===== src/rtl/axis_deadlock_monitor_mc_if.sv =====
// Signal bundle between a deadlock monitor and its bench-side driver.
// master drives the block/idle flags and clear; slave is the monitor itself.
interface axis_deadlock_monitor_mc_if #(
  parameter int unsigned NUM_AXIS = 4,
  parameter int unsigned NUM_INST = 2,
  parameter int unsigned CNT_W    = 8,
  parameter int unsigned IDX_W    = (NUM_AXIS > 1) ? $clog2(NUM_AXIS) : 1
);
  logic                clear;
  logic [NUM_AXIS-1:0] axis_block_sigs;
  logic [NUM_INST-1:0] inst_idle_sigs;
  logic [NUM_INST-1:0] inst_block_sigs;
  logic [NUM_AXIS-1:0] axis_block_info;
  logic                block;
  logic [IDX_W-1:0]    first_axis_idx;
  logic [CNT_W-1:0]    block_cycles;

  modport master (
    output clear, axis_block_sigs, inst_idle_sigs, inst_block_sigs,
    input  axis_block_info, block, first_axis_idx, block_cycles
  );

  modport slave (
    input  clear, axis_block_sigs, inst_idle_sigs, inst_block_sigs,
    output axis_block_info, block, first_axis_idx, block_cycles
  );
endinterface


===== src/rtl/axis_deadlock_monitor_mc.sv =====
// Multi-channel deadlock monitor: declares block after HOLD_CYCLES consecutive stalled cycles.
// Define DEADLOCK_MON_STICKY_EN to make the BLOCKED state hold until clear or reset.
module axis_deadlock_monitor_mc #(
  parameter int unsigned NUM_AXIS    = 4,
  parameter int unsigned NUM_INST    = 2,
  parameter int unsigned HOLD_CYCLES = 16,
  parameter int unsigned CNT_W       = 8,
  parameter int unsigned IDX_W       = (NUM_AXIS > 1) ? $clog2(NUM_AXIS) : 1
) (
  input logic                       clock,
  input logic                       reset,
  axis_deadlock_monitor_mc_if.slave mon
);

  typedef enum logic [1:0] {StIdle, StSuspect, StBlocked} state_e;

  localparam logic [CNT_W-1:0] CntMax = {CNT_W{1'b1}};
  localparam logic [CNT_W-1:0] Hold   = CNT_W'(HOLD_CYCLES);

  state_e              state_q, state_d;
  logic                block_q, block_d;
  logic [NUM_AXIS-1:0] info_q, info_d;
  logic [IDX_W-1:0]    idx_q, idx_d;
  logic [CNT_W-1:0]    cnt_q, cnt_d;

  logic                axis_any;
  logic                inst_term;
  logic                cond;
  logic [IDX_W-1:0]    low_idx;
  logic [CNT_W-1:0]    cnt_inc;

  // Instance term needs every instance quiet (idle or blocked) and at least one blocked.
  assign axis_any  = |mon.axis_block_sigs;
  assign inst_term = (&(mon.inst_block_sigs | mon.inst_idle_sigs)) & (|mon.inst_block_sigs);
  assign cond      = axis_any | inst_term;

  always_comb begin
    low_idx = '0;
    for (int i = int'(NUM_AXIS) - 1; i >= 0; i--) begin
      if (mon.axis_block_sigs[i]) low_idx = IDX_W'(i);
    end
  end

  assign cnt_inc = (cnt_q == CntMax) ? cnt_q : cnt_q + CNT_W'(1);

  always_comb begin
    state_d = state_q;
    block_d = block_q;
    info_d  = info_q;
    idx_d   = idx_q;
    cnt_d   = cnt_q;

    if (mon.clear) begin
      state_d = StIdle;
      block_d = 1'b0;
      info_d  = '0;
      idx_d   = '0;
      cnt_d   = '0;
    end else begin
      unique case (state_q)
        StIdle: begin
          block_d = 1'b0;
          info_d  = '0;
          idx_d   = '0;
          cnt_d   = '0;
          if (cond) begin
            cnt_d = CNT_W'(1);
            idx_d = low_idx;
            if (HOLD_CYCLES == 1) begin
              state_d = StBlocked;
              block_d = 1'b1;
              info_d  = mon.axis_block_sigs;
            end else begin
              state_d = StSuspect;
            end
          end
        end

        StSuspect: begin
          if (cond) begin
            cnt_d = cnt_inc;
            if (cnt_inc == Hold) begin
              state_d = StBlocked;
              block_d = 1'b1;
              info_d  = mon.axis_block_sigs;
            end
          end else begin
            // A single dropped cycle forfeits all accumulated credit.
            state_d = StIdle;
            idx_d   = '0;
            cnt_d   = '0;
          end
        end

        StBlocked: begin
          if (cond) begin
            cnt_d  = cnt_inc;
            info_d = info_q | mon.axis_block_sigs;
          end else begin
`ifdef DEADLOCK_MON_STICKY_EN
            // Hold everything; the count pauses until cond returns.
            cnt_d = cnt_q;
`else
            state_d = StIdle;
            block_d = 1'b0;
            info_d  = '0;
            idx_d   = '0;
            cnt_d   = '0;
`endif
          end
        end

        default: begin
          state_d = StIdle;
          block_d = 1'b0;
          info_d  = '0;
          idx_d   = '0;
          cnt_d   = '0;
        end
      endcase
    end
  end

  always_ff @(posedge clock) begin
    if (reset) begin
      state_q <= StIdle;
      block_q <= 1'b0;
      info_q  <= '0;
      idx_q   <= '0;
      cnt_q   <= '0;
    end else begin
      state_q <= state_d;
      block_q <= block_d;
      info_q  <= info_d;
      idx_q   <= idx_d;
      cnt_q   <= cnt_d;
    end
  end

  assign mon.block           = block_q;
  assign mon.axis_block_info = info_q;
  assign mon.first_axis_idx  = idx_q;
  assign mon.block_cycles    = cnt_q;

  a_block_matches_state: assert property (
    @(posedge clock) disable iff (reset) block_q == (state_q == StBlocked));
  a_info_zero_unblocked: assert property (
    @(posedge clock) disable iff (reset) !block_q |-> (info_q == '0));
  a_idle_is_quiet: assert property (
    @(posedge clock) disable iff (reset) (state_q == StIdle) |-> (cnt_q == '0 && idx_q == '0));

endmodule


===== src/flat_wrapper.sv =====
// flat-port wrapper written by rule: the top's interface ports become plain ports
module axis_deadlock_monitor_mc_flat 
#(
  parameter int unsigned NUM_AXIS    = 4,
  parameter int unsigned NUM_INST    = 2,
  parameter int unsigned HOLD_CYCLES = 16,
  parameter int unsigned CNT_W       = 8,
  parameter int unsigned IDX_W       = (NUM_AXIS > 1) ? $clog2(NUM_AXIS) : 1
)
  (clock, reset, mon_clear, mon_axis_block_sigs, mon_inst_idle_sigs, mon_inst_block_sigs, mon_axis_block_info, mon_block, mon_first_axis_idx, mon_block_cycles);
  axis_deadlock_monitor_mc_if #(.NUM_AXIS(NUM_AXIS), .NUM_INST(NUM_INST), .CNT_W(CNT_W), .IDX_W(IDX_W)) mon_i ();
  input logic clock;
  input logic reset;
  input wire logic [$bits(mon_i.clear)-1:0] mon_clear;
  input wire logic [$bits(mon_i.axis_block_sigs)-1:0] mon_axis_block_sigs;
  input wire logic [$bits(mon_i.inst_idle_sigs)-1:0] mon_inst_idle_sigs;
  input wire logic [$bits(mon_i.inst_block_sigs)-1:0] mon_inst_block_sigs;
  output wire logic [$bits(mon_i.axis_block_info)-1:0] mon_axis_block_info;
  output wire logic [$bits(mon_i.block)-1:0] mon_block;
  output wire logic [$bits(mon_i.first_axis_idx)-1:0] mon_first_axis_idx;
  output wire logic [$bits(mon_i.block_cycles)-1:0] mon_block_cycles;
  assign mon_i.clear = mon_clear;
  assign mon_i.axis_block_sigs = mon_axis_block_sigs;
  assign mon_i.inst_idle_sigs = mon_inst_idle_sigs;
  assign mon_i.inst_block_sigs = mon_inst_block_sigs;
  assign mon_axis_block_info = mon_i.axis_block_info;
  assign mon_block = mon_i.block;
  assign mon_first_axis_idx = mon_i.first_axis_idx;
  assign mon_block_cycles = mon_i.block_cycles;
  axis_deadlock_monitor_mc #(.NUM_AXIS(NUM_AXIS), .NUM_INST(NUM_INST), .HOLD_CYCLES(HOLD_CYCLES), .CNT_W(CNT_W), .IDX_W(IDX_W)) u_core (.clock(clock), .reset(reset), .mon(mon_i));
endmodule

===== config.mk =====
export PLATFORM = sky130hd
export DESIGN_NAME = axis_deadlock_monitor_mc_flat
export DESIGN_NICKNAME = d
export VERILOG_FILES = /design/src/rtl/axis_deadlock_monitor_mc_if.sv /design/src/rtl/axis_deadlock_monitor_mc.sv /design/src/flat_wrapper.sv
export SDC_FILE = /design/constraint.sdc
export NUM_CORES = 1
export LEC_CHECK = 0
export ABC_AREA = 1
export CORE_MARGIN = 2
export CORE_UTILIZATION = 51
export DETAILED_ROUTE_END_ITERATION = 12
export MAX_ROUTING_LAYER = met4
export PLACE_DENSITY = 0.81
export SYNTH_ARGS = -nofsm -noshare
export SYNTH_HDL_FRONTEND = slang
export SYNTH_SLANG_ARGS = --single-unit
export TNS_END_PERCENT = 30

===== constraint.sdc =====
create_clock -name clock -period 3.6 [get_ports clock]
set_input_delay 1.08 -clock clock [delete_from_list [all_inputs] [get_ports clock]]
set_output_delay 1.08 -clock clock [all_outputs]
set_load 0.01 [all_outputs]

# --- After elaboration in Yosys (flattened, before gate mapping) ---
# Cells that the tools add are included.
totals:
  out_inout_bits: 15
  register_bits: 17
  inputBits: 11
op_classes:
  n_mux: 23
  n_eq_ne: 10
  reduce_logical: 9
  addsub: 1
  bitwise: 4
ops:
  columns: ["cell", "n"]
  rows:
  - ["2-to-1 mux 2 bit", 9]
  - ["2-to-1 mux 8 bit", 2]
  - ["case mux 8 bit (2 select lines)", 1]
  - ["2-to-1 mux 4 bit", 3]
  - ["adder 8 x 1 -> 8 bit (second input constant)", 1]
  - ["equality test 8 x 5 -> 1 bit (second input constant)", 1]
  - ["equality test 8 bit (second input constant)", 1]
  - ["case mux 4 bit (2 select lines)", 1]
  - ["!= test 2 x 1 -> 1 bit (second input constant)", 3]
  - ["case mux 2 bit (3 select lines)", 1]
  - ["AND reduction 3 bit", 2]
  - ["OR reduction 2 bit", 3]
  - ["2-to-1 mux 1 bit", 4]
  - ["!= test 2 bit (second input constant)", 2]
  - ["OR 4 bit", 1]
  - ["case mux 2 bit (2 select lines)", 1]
  - ["AND reduction 2 bit", 2]
  - ["OR reduction 4 bit", 1]
  - ["!= test 3 bit (second input constant)", 1]
  - ["equality test 2 x 1 -> 1 bit (second input constant)", 1]
  - ["equality test 2 bit (second input constant)", 1]
  - ["zero test 2 bit", 1]
  - ["OR 2 bit", 1]
  - ["case mux 1 bit (2 select lines)", 1]
  - ["other kinds (2)", 2]

# --- Depth between registers and ports, before layout ---
# Gate-level depths: netlist of the first run.
depth:
  depth_word: 6
  mapped_depth: 13

# --- Least setup slack after synthesis of the first run ---
# OpenSTA, ideal clock, no wires.
synth_path:
  kind: "input to register"
  from: "input port mon_axis_block_sigs[3]"
  to: "register u_core.info_q[0], in the netlist u_core.mon.axis_block_info[0]"
  path_stages: 10
  slack_ns: 1.536
  t_arrival_ns: 1.947
  path_cell_list: "inv_1 -> nand2_1 -> nor2_1 -> nand3_1 -> nand2_1 -> nand2_1 -> nand3_1 -> nand3_1 -> nand2_1 -> a21oi_1"
synth_between:
  elab_chain_cells: 4
synth_lines:
  columns: ["element", "line", "source"]
  rows:
  - ["start: declaration", "flat_wrapper.sv:15", "input wire logic [$bits(mon_i.axis_block_sigs)-1:0] mon_axis_block_sigs;"]
  - ["OR reduction 4 bit *", "axis_deadlock_monitor_mc.sv:33", "assign axis_any = |mon.axis_block_sigs;"]
  - ["OR 1 bit *", "axis_deadlock_monitor_mc.sv:35", "assign cond = axis_any | inst_term;"]
  - ["2-to-1 mux 4 bit / != test 2 x 1 -> 1 bit (equally long branches)", null, null]
  - ["case mux 4 bit (2 select lines) / AND reduction 2 bit (equally long branches)", null, null]
  - ["end signal: assignment", "axis_deadlock_monitor_mc.sv:134", "info_q <= info_d;"]
  - ["end: declaration", "axis_deadlock_monitor_mc.sv:22", "logic [NUM_AXIS-1:0] info_q, info_d;"]
# Every way passes the cells marked *; elsewhere a longest branch is shown, timed or not.
# A chain may end at the register's enable or synchronous reset.

# --- Worst setup path in the final report of the first run ---
layout_path:
  from: "input port mon_axis_block_sigs[2]"
  to: "register u_core.info_q[2], in the netlist u_core.mon.axis_block_info[2]"
layout_between:
  elab_chain_cells: 4
layout_lines:
  columns: ["element", "line"]
  rows:
  - ["OR reduction 4 bit", "axis_deadlock_monitor_mc.sv:33"]
  - ["OR 1 bit", "axis_deadlock_monitor_mc.sv:35"]
  - ["2-to-1 mux 4 bit / != test 2 x 1 -> 1 bit (equally long branches)", null]
  - ["case mux 4 bit (2 select lines) / AND reduction 2 bit (equally long branches)", null]
# Several ways; a longest one is shown, not always the timed one. The select of a mux whose other input is x is not followed.

==> summary.md, run 1 <==
| Metric | Value |
|---|---|
| Clk buf depth | 2 |
| CTS tree | done |
| ANT cells | 0 |
| Global placer's final weighted congestion | 0.900 |
| Post-synth EDFFs | 0 |
| Launching point of the worst reg2reg path | u_core.mon.block_cycles[0]$_SDFF_PP0_ |
| Post-synthesis cell count | between 150 and 200 |
| Ports | 26 |
| Synth Register Bits | 17 |
| Final Hold Viols | 0 |
| GR Overflow Total | 0 |
| Setup bufs post-CTS | 0 |
| Maximum VDD drop | between 200 and 250 uV |
| Syn_area_per_cell | 6.79 sq um |
| Post-CTS sizing | 0 |
| Crit start category | primary input |
| Die area | 2410 sq um |
| Syn Nets | 169 |
| DIE WIDTH | approximately 49 um |
| Hold slack | between 0.4 and 0.5 ns |
| Fin Setup TNS | 0 ns |
| Synth area leader | dfxtp_1 |
| Buffer and inverter count on the worst path | 2 |
| Final Net Count | 199 |
| Top cells by count, synth | nand2_1 (38), nand3_1 (20), inv_1 (19) |
| First-pass GRT wire length | 4.17 mm |
| Clock Latency Late Sink | 0.30 ns |
| # rows | 16 |
| Reg-to-reg endpoint | u_core.mon.block$_SDFFE_PP0P_ |
| Core area | ~1900 sq um |
| Slew at the pin with the worst max-slew slack | 0.364 ns |
| Synth area leaders | dfxtp_1 (33%), nand2_1 (14%), nand3_1 (9.6%) |
| Critical Path End | u_core.mon.axis_block_info[2]$_SDFFE_PP0P_ |
| Yosys top cell area share | between 30% and 40% |
| Vias in the first global route | about 1,100 |
| Routed wire length | 2.50 mm |
| Most frequent cell after synthesis | nand2_1 |
| DRC Markers | 0 |
| Max incr delay on CP | 0.47 ns |
| Post-DP HPWL | ~2 mm |
| Ys Warns | 0 |
| Synthesized area | 1040 sq um |
| CTS Buf Count | 3 |
| Leakage | between 0.6 and 0.7 nW |
| Max Slew Vio Count | 0 |
| GRT Util Overall | 22.8% |
| Sequential share of the synthesized area | 32.8% |
| Critical path data arrival time | 2.71 ns |
| Post-route clock period utilization | 68.5% |
| Clock-pin slew on the worst setup and hold paths | 0.10 ns |
| CP max FO | 9 |
| Number of cells on the critical path | 11 |
| CP Capture Type | register |
| CTS root buf | clkbuf_4 |
| Htree depth | 1 |
| Setup CP Type | primary input to register |
| Post-synthesis cell type count | 20 |
| DR pass1 iterations | 4 |
| Top Family by Delay on Critical Path | simple AND/OR/NAND/NOR gates |
| Critical-path cell list | clkdlybuf4s50_1 -> inv_1 -> nand2_1 -> nor2_1 -> nand3_1 -> nand2_1 -> o21ai_0 -> nand3_1 -> nand3_1 -> nand2_1 -> a21oi_1 |
| Share of post-route cells with drive strength above 1 | 8.24% |
| Final setup violation count | 0 |
| Worst hold path type | register to register |
| Starting DRC count in detailed routing | 31 |
| WL/cell | 12.0 um |
| Post-DR vias/cell | 5.35 |
| Post-synth top flop | dfxtp_1 |
| Slew headroom | between 70% and 80% |
| Status | finished clean |
| Fin crit period | between 2 and 2.5 ns |
| Starting Density | a little over half |
| CP max stage cell | clkdlybuf4s50_1 |
| Fraction of registers with async set/reset | 0% |
| Largest net degree at the start of global routing | 10 |
| Initial antenna violation count | 0 |
| Clock skew | between 0.004 and 0.005 ns |
| ANT nets after route | 0 |
| Reg2Reg Setup Slack | roughly 1.7 ns |
| Sink Count | 17 |
| Worst Setup SP | mon_axis_block_sigs[2] |
| Post-cts hold buffer count | 0 |
| Pwr dens | roughly 280 nW/um^2 |
| PortBufs | 25 |
| Synthesis-to-layout area growth | 29.9% |
| Max-cap violations | 0 |
| Req. time, crit path | 3.84 ns |
| RSZ-0062 raised after global routing | false |
| Vias | 1,118 |
| F_max | approximately 0.41 GHz |
| Reg2Reg Depth | 12 |
| Die height | about 50 um |
placed cells by master (no fill, tap or decap):
cell / n
nand2_1: 38
clkdlybuf4s50_1: 25
nand3_1: 20
inv_1: 19
dfxtp_1: 17
nor2_1: 15
a21oi_1: 11
o21ai_0: 9
ha_1: 5
nand2_2: 3
nand2_4: 3
clkbuf_4: 3
nand3b_1: 2
nand3_2: 2
a31oi_1: 2
nor2_8: 1
nor2_4: 1
xor2_1: 1
o21bai_1: 1
or2_2: 1
nor2_2: 1
nor3_1: 1
clkbuf_1: 1
per-layer routing:
layer  vias up  track usage [%]  part of all wire [%]
met4         0             16.2                   4.5
met3        19             3.37                   5.0
met5         -                -                     0
met1       497             22.4                    40
li1        555                -                     -
met2        47             40.8                    50
through the flow:
step	util (%)	cells	power, mW	worst slack (ns)	cell area, sq um
6_report	69.5	209	0.375	1.13	1350
5_1_grt	69.5	209	0.389	1.00	1350
4_1_cts	69.5	209	0.372	1.12	1350
3_5_place_dp	68.1	205	0.270	0.890	1320
3_3_place_gp	68.1	205	0.268	0.936	1320
2_1_floorplan	-	153	0.241	1.54	1040
how the worst min path moves through the flow:
stage,slack (ns),cells past startpoint,from,endpoint
2_1_floorplan,0.47,2,u_core.state_q[1]$_SDFFE_PP0P_,u_core.state_q[1]$_SDFFE_PP0P_
3_3_place_gp,0.46,2,u_core.mon.axis_block_info[0]$_SDFFE_PP0P_,u_core.mon.axis_block_info[0]$_SDFFE_PP0P_
3_5_place_dp,0.46,2,u_core.mon.axis_block_info[3]$_SDFFE_PP0P_,u_core.mon.axis_block_info[3]$_SDFFE_PP0P_
4_1_cts,0.47,2,u_core.mon.axis_block_info[3]$_SDFFE_PP0P_,u_core.mon.axis_block_info[3]$_SDFFE_PP0P_
5_1_grt,0.49,2,u_core.mon.block$_SDFFE_PP0P_,u_core.mon.block$_SDFFE_PP0P_
6_report,0.47,2,u_core.mon.axis_block_info[0]$_SDFFE_PP0P_,u_core.mon.axis_block_info[0]$_SDFFE_PP0P_
cells by family (layout without fill, tap and decap cells):
kind of cell	after synthesis	count (layout)	synth area share, %
AND/OR/NAND/NOR	88	88	41.9
AO/OA/AOI/OAI	23	23	11.6
flip-flops	17	17	32.8
adder cells (fa/ha/maj)	5	5	6.02
XOR/XNOR	1	1	0.844
buffers and inverters	19	48	6.87
where the power goes:
part / switching (mW) / internal [mW] / total [mW] / leakage, nW
combinational: 0.0381 / 0.0312 / 0.0693 / 0.454
clock: 0.0651 / 0.0433 / 0.108 / 0.0150
sequential: 0.00436 / 0.193 / 0.198 / 0.138
registers in the layout (all words and copies together), names as in the netlist:
name                        cells
u_core.mon.block                1
u_core.mon.first_axis_idx       2
u_core.mon.block_cycles         8
u_core.state_q                  2
u_core.mon.axis_block_info      4
worst min-delay path: cells and delay by family (launching register included):
kind	cells	cell delay, ns
AOI/OAI and AO/OA	1	0.05
buffers and inverters	1	0.06
DFF	1	0.32
layout make-up:
| cell class | count | area [sq um] |
|---|---|---|
| Sequential cell | 17 | 340 |
| Timing Repair Buffer | 25 | 250 |
| Tap cell | 27 | 33.8 |
| Inverter | 19 | 71.3 |
| Clock buffer | 4 | 26.3 |
| Multi-Input combinational cell | 117 | 627 |
| Fill cell | 173 | 593 |
No activity file was read; power rests on OpenSTA's default activity.
==> inputs of run 2 (changes only) <==
CORE_UTILIZATION = 48   (was 51)
PLACE_DENSITY = 0.77   (was 0.81)
clock period = 2.4 ns   (was 3.6 ns; I/O delays follow)
==> summary.md, run 2 (same netlist as run 1, synthesis figures left out) <==
| Metric | Value |
|---|---|
| DRC Markers | 0 |
| Launching point of the worst reg2reg path | u_core.mon.block_cycles[0]$_SDFF_PP0_ |
| Slew headroom | just over 80% |
| Core area | 2000 sq um |
| Critical path data arrival time | 2.25 ns |
| NetSw | 0.145 mW |
| Synthesis-to-layout area growth | 30.6% |
| Comb pwr share | between 10% and 20% |
| Leakage | 0.612 nW |
| Post-DP HPWL | 1.88 mm |
| Setup CP Type | primary input to register |
| Req. time, crit path | approximately 2.6 ns |
| Clock Latency Late Sink | 0.28 ns |
| Clk buf depth | 2 |
| Post-DR vias/cell | 5.09 |
| Ports | 26 |
| CTS Buf Count | 3 |
| Crit start category | primary input |
| CP Capture Type | register |
| Max Slew Vio Count | 0 |
| DIE WIDTH | 50.5 um |
| CP max FO | 9 |
| Sequential group share of total power | between 50% and 60% |
| Pwr dens | 404 nW/um^2 |
| GR Overflow Total | 0 |
| ANT nets after route | 0 |
| Worst hold stages | 2 |
| Clock-pin slew on the worst setup and hold paths | 0.09 ns |
| Die height | 50.5 um |
| CTS root buf | clkbuf_4 |
| Share of post-route cells with drive strength above 1 | 8.74% |
| Die area | 2550 sq um |
| Power share of the clock group | 27.1% |
| Largest net degree at the start of global routing | 10 |
| Final Net Count | 200 |
| CTS tree | done |
| WL/cell | 10.7 um |
| Routed wire length | around 2.3 mm |
| Final cell count without fillers | 210 |
| Final Hold Viols | 0 |
| Post-route clock period utilization | 84.6% |
| Reg2Reg Depth | 12 |
| Slew at the pin with the worst max-slew slack | ~0.26 ns |
| PortBufs | 25 |
| Reg-to-reg endpoint | u_core.mon.block$_SDFFE_PP0P_ |
| Hold EP | u_core.mon.first_axis_idx[1]$_SDFFE_PP0P_ |
| Max FFs per register | 8 |
| Fin crit period | 2.03 ns |
| Global placer's final weighted congestion | 0.880 |
| F_max | 0.492 GHz |
| # rows | 16 |
| Final setup violation count | 0 |
| Hold Crit Start | u_core.mon.first_axis_idx[1]$_SDFFE_PP0P_ |
| Starting DRC count in detailed routing | 24 |
| Most frequent cells in the layout | nand2_1 (38), clkdlybuf4s50_1 (25), nand3_1 (20) |
| DR pass1 iterations | 4 |
| ANT cells | 0 |
| Worst hold path type | register to register |
| Reg2Reg Setup Slack | 0.54 ns |
| Vias in the first global route | 986 |
| Fin Setup TNS | 0 ns |
| Starting Density | 51.9% |
| Status | finished clean |
| RSZ-0062 raised after global routing | false |
| Sw frac | 26.5% |
| FILL cells | roughly 180 |
| First-pass GRT wire length | 3.93 mm |
| Sink Count | 17 |
| Vias | roughly 1,100 |
| Post-CTS sizing | 0 |
| Post-cts hold buffer count | 0 |
| Placed insts | roughly 210 |
| Htree depth | 1 |
| Clock skew | 0.00257 ns |
| Max-cap violations | 0 |
| GRT Util Overall | 20.5% |
| Commonest non-fill, non-tap cell in the layout | nand2_1 |
| Setup bufs post-CTS | 0 |
| Initial antenna violation count | 0 |
| Maximum VDD drop | about 250 uV |
| Pint | ~0.40 mW |
-- run 2: cell count changes in the layout (fill, tap and decap cells not counted) --
cell,previous run,this run
buf_4,0,1
-- run 2: metrics by stage --
| stage | setup WS [ns] | util (%) | area, sq um | power (mW) | hold slack (ns) |
|---|---|---|---|---|---|
| floorplan | 0.679 | - | 1040 | 0.362 | 0.473 |
| global placement | 0.159 | 66.4 | 1330 | 0.404 | 0.452 |
| detailed placement | 0.0880 | 66.4 | 1330 | 0.406 | 0.456 |
| CTS | 0.392 | 67.8 | 1360 | 0.551 | 0.471 |
| global route | 0.178 | 67.8 | 1360 | 0.589 | 0.497 |
| finish | 0.369 | 67.8 | 1360 | 0.548 | 0.471 |
-- run 2: worst max-delay path, cell delays in order --
cell             delay, ns
clkdlybuf4s50_1       0.47
inv_1                 0.05
nand2_1               0.08
nor2_1                0.05
nand3_1               0.10
nand2_1               0.19
o21ai_0               0.23
nand3_1               0.10
nand3_1               0.09
nand2_1               0.06
a21oi_1               0.10
-- run 2: layout make-up --
cell class                      instances  area [sq um]  area share (%)
Tap cell                               27          33.8            2.49
Inverter                               19          71.3            5.26
Timing Repair Buffer                   26           258            19.0
Sequential cell                        17           340            25.1
Multi-Input combinational cell        117           627            46.2
Clock buffer                            4          26.3            1.94
-- run 2: how the worst max path moves through the flow --
stage | startpoint | end | slack (ns)
floorplan | u_core.mon.block_cycles[0]$_SDFF_PP0_ | u_core.state_q[0]$_SDFFE_PP0P_ | 0.68
global route | mon_axis_block_sigs[2] | u_core.mon.axis_block_info[3]$_SDFFE_PP0P_ | 0.18
detailed placement | mon_axis_block_sigs[3] | u_core.mon.axis_block_info[1]$_SDFFE_PP0P_ | 0.09
global placement | mon_axis_block_sigs[2] | u_core.mon.axis_block_info[1]$_SDFFE_PP0P_ | 0.16
finish | mon_axis_block_sigs[2] | u_core.mon.axis_block_info[3]$_SDFFE_PP0P_ | 0.37
CTS | mon_axis_block_sigs[2] | u_core.mon.axis_block_info[1]$_SDFFE_PP0P_ | 0.39
-- run 2: per-layer routing --
metal / wire length, um / GRT usage, %
met3: 91 / 3.57
met2: 1170 / 38.2
met4: 26 / 5.86
met5: 0 / -
met1: 965 / 22.1
-- run 2: power by group through the flow --
| stage | clock [mW] | combinational, mW | sequential [mW] |
|---|---|---|---|
| 6_report | 0.149 | 0.103 | 0.296 |
| 5_1_grt | 0.176 | 0.115 | 0.298 |
| 4_1_cts | 0.151 | 0.103 | 0.296 |
| 3_5_place_dp | 0 | 0.103 | 0.303 |
| 3_3_place_gp | 0 | 0.101 | 0.303 |
| 2_1_floorplan | 0 | 0.0575 | 0.305 |
